### src/rtl/ascon_pkg.sv
// Shared types and constants for the Ascon AEAD phase/round controller.
// Holds the FSM state set, datapath command encodings and default round counts.
package ascon_pkg;

    localparam int A_ROUNDS_DEF = 12;
    localparam int B_ROUNDS_DEF = 6;

    typedef enum logic [3:0] {
        IDLE,
        LOAD,
        PERM_INIT,
        KEYX_INIT,
        AD_WAIT,
        PERM_AD,
        DSEP,
        MSG_WAIT,
        PERM_MSG,
        KEYX_FIN,
        PERM_FIN,
        TAG
    } state_e;

    typedef enum logic [2:0] {
        OP_NOP           = 3'd0,
        OP_INIT_LOAD     = 3'd1,
        OP_KEY_XOR_INIT  = 3'd2,
        OP_ABSORB_AD     = 3'd3,
        OP_DOM_SEP       = 3'd4,
        OP_ABSORB_MSG    = 3'd5,
        OP_KEY_XOR_FINAL = 3'd6,
        OP_TAG_XOR       = 3'd7
    } dp_op_e;

    // Ascon round constant for absolute round index i is ((15-i)<<4)|i, i.e. {~i, i}.
    function automatic logic [7:0] round_const_f(input logic [3:0] idx);
        return {~idx, idx};
    endfunction

endpackage

### src/rtl/ascon_round_ctr.sv
// Round counter for one permutation burst: counts rounds, flags the final one
// and produces the matching round constant for the selected round count.
module ascon_round_ctr
    import ascon_pkg::*;
#(
    parameter int A_ROUNDS = A_ROUNDS_DEF,
    parameter int B_ROUNDS = B_ROUNDS_DEF
) (
    input  logic       clk,
    input  logic       rst_n,
    input  logic       active_i,
    input  logic       use_a_i,
    input  logic       clear_i,
    output logic       last_o,
    output logic [7:0] const_o
);

    localparam logic [3:0] A_LAST = 4'(A_ROUNDS - 1);
    localparam logic [3:0] B_LAST = 4'(B_ROUNDS - 1);
    localparam logic [3:0] A_BASE = 4'(12 - A_ROUNDS);
    localparam logic [3:0] B_BASE = 4'(12 - B_ROUNDS);

    logic [3:0] cnt_q;
    logic [3:0] cnt_d;
    logic [3:0] idx;

    // The count falls back to zero outside a burst and after its last round,
    // so every PERM state is entered with the counter at zero.
    always_comb begin
        last_o  = active_i && (cnt_q == (use_a_i ? A_LAST : B_LAST));
        idx     = (use_a_i ? A_BASE : B_BASE) + cnt_q;
        const_o = active_i ? round_const_f(idx) : 8'h00;
        cnt_d   = (active_i && !last_o && !clear_i) ? cnt_q + 4'd1 : 4'd0;
    end

    always_ff @(posedge clk or negedge rst_n) begin
        if (!rst_n) begin
            cnt_q <= 4'd0;
        end else begin
            cnt_q <= cnt_d;
        end
    end

endmodule

### src/rtl/ascon_aead_ctrl.sv
// Ascon AEAD sequencing controller: steps the datapath through init, AD,
// message, finalisation and tag phases and issues permutation rounds.
module ascon_aead_ctrl
    import ascon_pkg::*;
#(
    parameter int A_ROUNDS = A_ROUNDS_DEF,
    parameter int B_ROUNDS = B_ROUNDS_DEF
) (
    input  logic       clk,
    input  logic       rst_n,
    input  logic       start,
    input  logic       decrypt,
    input  logic       ad_empty,
    input  logic       abort,
    input  logic       ad_valid,
    input  logic       ad_last,
    output logic       ad_ready,
    input  logic       msg_valid,
    input  logic       msg_last,
    output logic       msg_ready,
    output logic [2:0] dp_op,
    output logic       round_en,
    output logic [7:0] round_const,
    output logic       dp_dec,
    output logic       tag_valid,
    input  logic       tag_ready,
    output logic       busy,
    output logic       done
);

    state_e state_q, state_d;
    logic   dp_dec_q, dp_dec_d;
    logic   ad_empty_q, ad_empty_d;
    logic   ad_last_q, ad_last_d;
    logic   done_q, done_d;
    logic   perm_a;
    logic   rnd_last;
    dp_op_e op_c;

    assign perm_a = (state_q == PERM_INIT) || (state_q == PERM_FIN);

    ascon_round_ctr #(
        .A_ROUNDS (A_ROUNDS),
        .B_ROUNDS (B_ROUNDS)
    ) u_round_ctr (
        .clk      (clk),
        .rst_n    (rst_n),
        .active_i (round_en),
        .use_a_i  (perm_a),
        .clear_i  (abort),
        .last_o   (rnd_last),
        .const_o  (round_const)
    );

    always_ff @(posedge clk or negedge rst_n) begin
        if (!rst_n) begin
            state_q    <= IDLE;
            dp_dec_q   <= 1'b0;
            ad_empty_q <= 1'b0;
            ad_last_q  <= 1'b0;
            done_q     <= 1'b0;
        end else begin
            state_q    <= state_d;
            dp_dec_q   <= dp_dec_d;
            ad_empty_q <= ad_empty_d;
            ad_last_q  <= ad_last_d;
            done_q     <= done_d;
        end
    end

    // Abort overrides everything, including a start or a tag handshake.
    always_comb begin
        state_d    = state_q;
        dp_dec_d   = dp_dec_q;
        ad_empty_d = ad_empty_q;
        ad_last_d  = ad_last_q;
        done_d     = 1'b0;
        if (abort) begin
            state_d = IDLE;
        end else begin
            case (state_q)
                IDLE: begin
                    if (start) begin
                        state_d    = LOAD;
                        dp_dec_d   = decrypt;
                        ad_empty_d = ad_empty;
                    end
                end
                LOAD:      state_d = PERM_INIT;
                PERM_INIT: if (rnd_last) state_d = KEYX_INIT;
                KEYX_INIT: state_d = ad_empty_q ? DSEP : AD_WAIT;
                AD_WAIT: begin
                    if (ad_valid) begin
                        state_d   = PERM_AD;
                        ad_last_d = ad_last;
                    end
                end
                PERM_AD:   if (rnd_last) state_d = ad_last_q ? DSEP : AD_WAIT;
                DSEP:      state_d = MSG_WAIT;
                MSG_WAIT:  if (msg_valid) state_d = msg_last ? KEYX_FIN : PERM_MSG;
                PERM_MSG:  if (rnd_last) state_d = MSG_WAIT;
                KEYX_FIN:  state_d = PERM_FIN;
                PERM_FIN:  if (rnd_last) state_d = TAG;
                TAG: begin
                    if (tag_ready) begin
                        state_d = IDLE;
                        done_d  = 1'b1;
                    end
                end
                default:   state_d = IDLE;
            endcase
        end
    end

    always_comb begin
        op_c      = OP_NOP;
        ad_ready  = 1'b0;
        msg_ready = 1'b0;
        tag_valid = 1'b0;
        round_en  = 1'b0;
        case (state_q)
            LOAD:      op_c = OP_INIT_LOAD;
            KEYX_INIT: op_c = OP_KEY_XOR_INIT;
            AD_WAIT: begin
                ad_ready = 1'b1;
                if (ad_valid) op_c = OP_ABSORB_AD;
            end
            DSEP:      op_c = OP_DOM_SEP;
            MSG_WAIT: begin
                msg_ready = 1'b1;
                if (msg_valid) op_c = OP_ABSORB_MSG;
            end
            KEYX_FIN:  op_c = OP_KEY_XOR_FINAL;
            TAG: begin
                tag_valid = 1'b1;
                op_c      = OP_TAG_XOR;
            end
            PERM_INIT, PERM_AD, PERM_MSG, PERM_FIN: round_en = 1'b1;
            default: ;
        endcase
        dp_op = op_c;
    end

    assign busy   = (state_q != IDLE);
    assign done   = done_q;
    assign dp_dec = dp_dec_q;

endmodule

### config.mk
export PLATFORM = sky130hd
export DESIGN_NAME = ascon_aead_ctrl
export DESIGN_NICKNAME = d
export VERILOG_FILES = /design/src/rtl/ascon_pkg.sv /design/src/rtl/ascon_round_ctr.sv /design/src/rtl/ascon_aead_ctrl.sv
export SDC_FILE = /design/constraint.sdc
export NUM_CORES = 1
export LEC_CHECK = 0
export ABC_AREA = 0
export CORE_ASPECT_RATIO = 1.1
export CORE_UTILIZATION = 39
export CTS_BUF_LIST = sky130_fd_sc_hd__clkbuf_4
export DETAILED_ROUTE_END_ITERATION = 7
export PLACE_DENSITY_LB_ADDON = 0.2
export SYNTH_ARGS = -nofsm -noshare
export SYNTH_HDL_FRONTEND = slang
export SYNTH_SLANG_ARGS = --single-unit
### constraint.sdc
create_clock -name clk -period 2.65 [get_ports clk]
set_input_delay 0.3975 -clock clk [delete_from_list [all_inputs] [get_ports clk]]
set_output_delay 0.3975 -clock clk [all_outputs]
set_load 0.05 [all_outputs]
==> impl.org <==
** STA
- For the pin with the worst max-slew slack, the measured transition is 0.540 ns.
- Minimum hold slack :: 0.477 ns
- Between clock sinks in the finished design, the worst skew comes to 0.00625 ns.
- Minimum clock period after layout :: 2.58 ns
- Headroom to the max-slew limit came out at 0.639.
- The final hold violation count came to 0.
- Setup-violating endpoint count in the final report :: 0
- Final cycle utilization of the critical path :: 0.972
- Timing would allow up to 0.388 GHz.
- Total count of max-transition violations in the final report :: 0

** Floorplanning
- Starting Density :: 0.418
- The floorplan step defined a die boundary enclosing 2610 µm².
- Core area :: 2250 µm²
- Width of the die :: 48.8 µm
- Y dimension of the die :: 53.5 µm
- The floorplan has 18 rows.
- For this design the top-level I/O count stands at 29.

** Clock network
- CTS built an H-tree with a depth of 1.
- After clock tree synthesis, the clock-pin slew on the worst setup and hold paths is 0.08 ns.
- Clock Sink Count :: 12
- After clock tree synthesis, the flow added hold-fix buffers numbering 0.
- Counting along the longest clock path gives a buffer depth of 2.
- At the later pin of the worst-skew pair, clock insertion delay measures 0.27 ns.
- Clock tree from TritonCTS :: done
- The tree is rooted in a clkbuf_4.
- TritonCTS created 3 clock buffers.

** Place
- After legalization and detailed placement, the total HPWL measured 1.69 mm.
- In this run the tool buffered the top-level ports with 28 buffer cells.
- Area after detailed placement :: 1320 µm²
- The congestion estimate from routability-driven global placement came to 0.792.
- After detailed placement, the design holds a cell count of 159.

** Global routing
- Fraction of met3 tracks used by global routing :: 0.00862
- Met2 routing resource usage after global routing :: 0.331
- The number of antenna violations at the first check in global routing was 0.
- Global routing finished with a remaining overflow of 0.
- Global router's overall resource usage :: 0.186
- met2 is the most crowded layer.
- Entering global routing, the biggest net connects 17 pins.
- Global-route track usage on met1 :: 0.234
- Via count of the first global-routing pass :: 823
- The first global-routing pass estimated 3.63 mm of wire.

** Routing
- For this run, design rule violations remaining after detail routing come to 0.
- The count of nets left with antenna violations once routing finished came out at 0.
- The routed layout has 850 vias.
- Using the TritonRoute via totals, the vias-per-cell ratio works out to 5.15.
- Count of routing violations after the opening detailed-route iteration :: 19
- Dividing the detail-routed wire length by the instance count gives 13.2 µm.
- The first detailed-routing pass took 4 iterations.
- Wirelength, routed :: 2.18 mm

** Finish
- In the final layout, the share of cells above drive strength 1 is 0.281.
- Leaving out fill and tap cells, the most frequent cell in the layout is clkdlybuf4s50_1.
- Highest-count cells in the layout ignoring fill and taps :: 15 x clkdlybuf4s50_1, 12 x dfrtp_1, 11 x buf_4, 9 x nor2_1
- For this run, the post-layout net count is 151.
- Compared with the post-synthesis result, the final layout area differs by 46.3%.
- The count of cells in the finished layout, fillers not included, comes to 165.
- Count of fill cells added during filler insertion :: 211
- Antenna Cells :: 0
- Post-route design area :: 1380 µm²

** Yosys
- Counting distinct cell types in the post-synthesis netlist gives 40.
- Synthesized cell area :: 941 µm²
- In this run, synthesis produced a sequential element count of 12.
- Top_reg_cell synth :: dfrtp_1
- Post-synthesis net count :: 118
- Yosys mapped a number of flops with a built-in enable equal to 0.
- A synthesized cell averages 9.13 µm².
- For this run, the register share of the synthesized area comes to 0.319.
- After synthesis, the share of flip-flops with an asynchronous set or reset is 1.00.
- Synthesis handed over a netlist of 103 instances.
- Yosys warning total :: 0

** Pwr
- For this design the static power due to leakage is 0.000619 µW.
- In this run the power density over the cells is 1070 nW/µm².
- VDD sags by at most 696 µV.

** Setup path
- The worst setup path is captured at an output port.
- Peak fanout along the critical path :: 3
- Arrival time at the worst endpoint :: 2.18 ns
- STA puts the critical path data required time at 2.25 ns.
- Critical path launch point type :: flop
- The critical path is of the reg -> out type.

** Outcome
- Run status :: finished, final reports clean

** Job
- The tool flagged a number of max-cap violations equal to 0.

** Hold path
- In this run the worst hold path is classified as in -> async.
[metrics by stage]
stage           util  setup TNS, ns  total power (µW)  worst slack, ns
6_report       0.611              0              1480           0.0729
3_5_place_dp   0.585              0              1340            0.277
5_1_grt        0.611        -0.0175              1570          -0.0175
2_1_floorplan      -              0               993           0.0476
4_1_cts        0.602              0              1470           0.0134
3_3_place_gp   0.585              0              1330            0.317
[cells by family (layout without fill, tap and decap cells)]
family	Yosys count	after routing	synth area share
XOR/XNOR	6	6	0.0638
flip-flops	12	12	0.319
AO/OA/AOI/OAI	21	21	0.174
multiplexers	6	6	0.0678
buffers and inverters	13	45	0.0665
adder cells (fa/ha/maj)	4	4	0.0612
AND/OR/NAND/NOR	41	41	0.247
[Yosys cell counts, types with 2 or more instances]
library cell,n,share of area
dfrtp_1,12,0.32
nor2_1,10,0.040
inv_1,7,0.028
nand3_1,6,0.032
buf_2,5,0.027
nand2_1,5,0.020
nor2b_1,5,0.033
nor3_1,5,0.027
a21oi_1,4,0.021
xnor2_1,4,0.037
ha_1,3,0.040
mux2_2,3,0.036
mux2i_1,3,0.032
o21ai_0,3,0.016
a2bb2oi_1,2,0.019
and3_1,2,0.013
[path summary, 6_finish.rpt]
path                                  from                   end  slack (ns)  cells past startpoint
min in group clk                    dp_dec                dp_dec        0.51                      1
max in group asynchronous            rst_n  u_round_ctr.cnt_q[3]        1.81                      1
worst min-delay path                 rst_n            state_q[1]        0.48                      1
worst max-delay path            state_q[0]        round_const[7]        0.07                      6
worst min register to register      dp_dec                dp_dec        0.51                      1
worst max register to register  state_q[0]            state_q[3]        0.45                      7
[registers in the layout, summed over array words and instances, names as in the netlist]
| name | flops |
|---|---|
| ad_empty_q | 1 |
| ad_last_q | 1 |
| dp_dec | 1 |
| done | 1 |
| state_q | 4 |
| u_round_ctr.cnt_q | 4 |
[power breakdown]
part | internal (µW) | leakage (µW) | switching [µW]
Clock | 54.4 | 0.0000154 | 58.3
Sequential | 227 | 0.000160 | 28.5
Combinational | 479 | 0.000444 | 629
[final cells by class]
class	count	area (µm²)	area share
multi-input combinational	78	601	0.436
timing repair buffer	34	385	0.280
sequential	12	300	0.218
tap	30	37.5	0.0273
inverter	7	26.3	0.0191
clock buffer	3	22.5	0.0164
clock inverter	1	3.75	0.00273
[worst max-delay path, cell delays in order, from the launching register on]
cell and delay (ns):
dfrtp_1 0.40, or3b_4 0.43, ha_1 0.21, fa_2 0.35, xnor2_2 0.19, nor2b_4 0.19, buf_12 0.14
[repair_timing]
action | in CTS | in global routing
buffers inserted | 0 | 2
endpoints found under the hold margin | 0 | 0
pin swaps | 0 | 2
setup endpoints to repair | 1 | 3
resized for setup | 2 | 2
[layer usage]
layer | vias to the layer above | part of all wire
li1 | 427 | -
met1 | 405 | 0.45
met2 | 16 | 0.52
met3 | 2 | 0.030
met4 | 0 | 0.0046
met5 | - | 0
No activity file was read; power rests on OpenSTA's default activity.
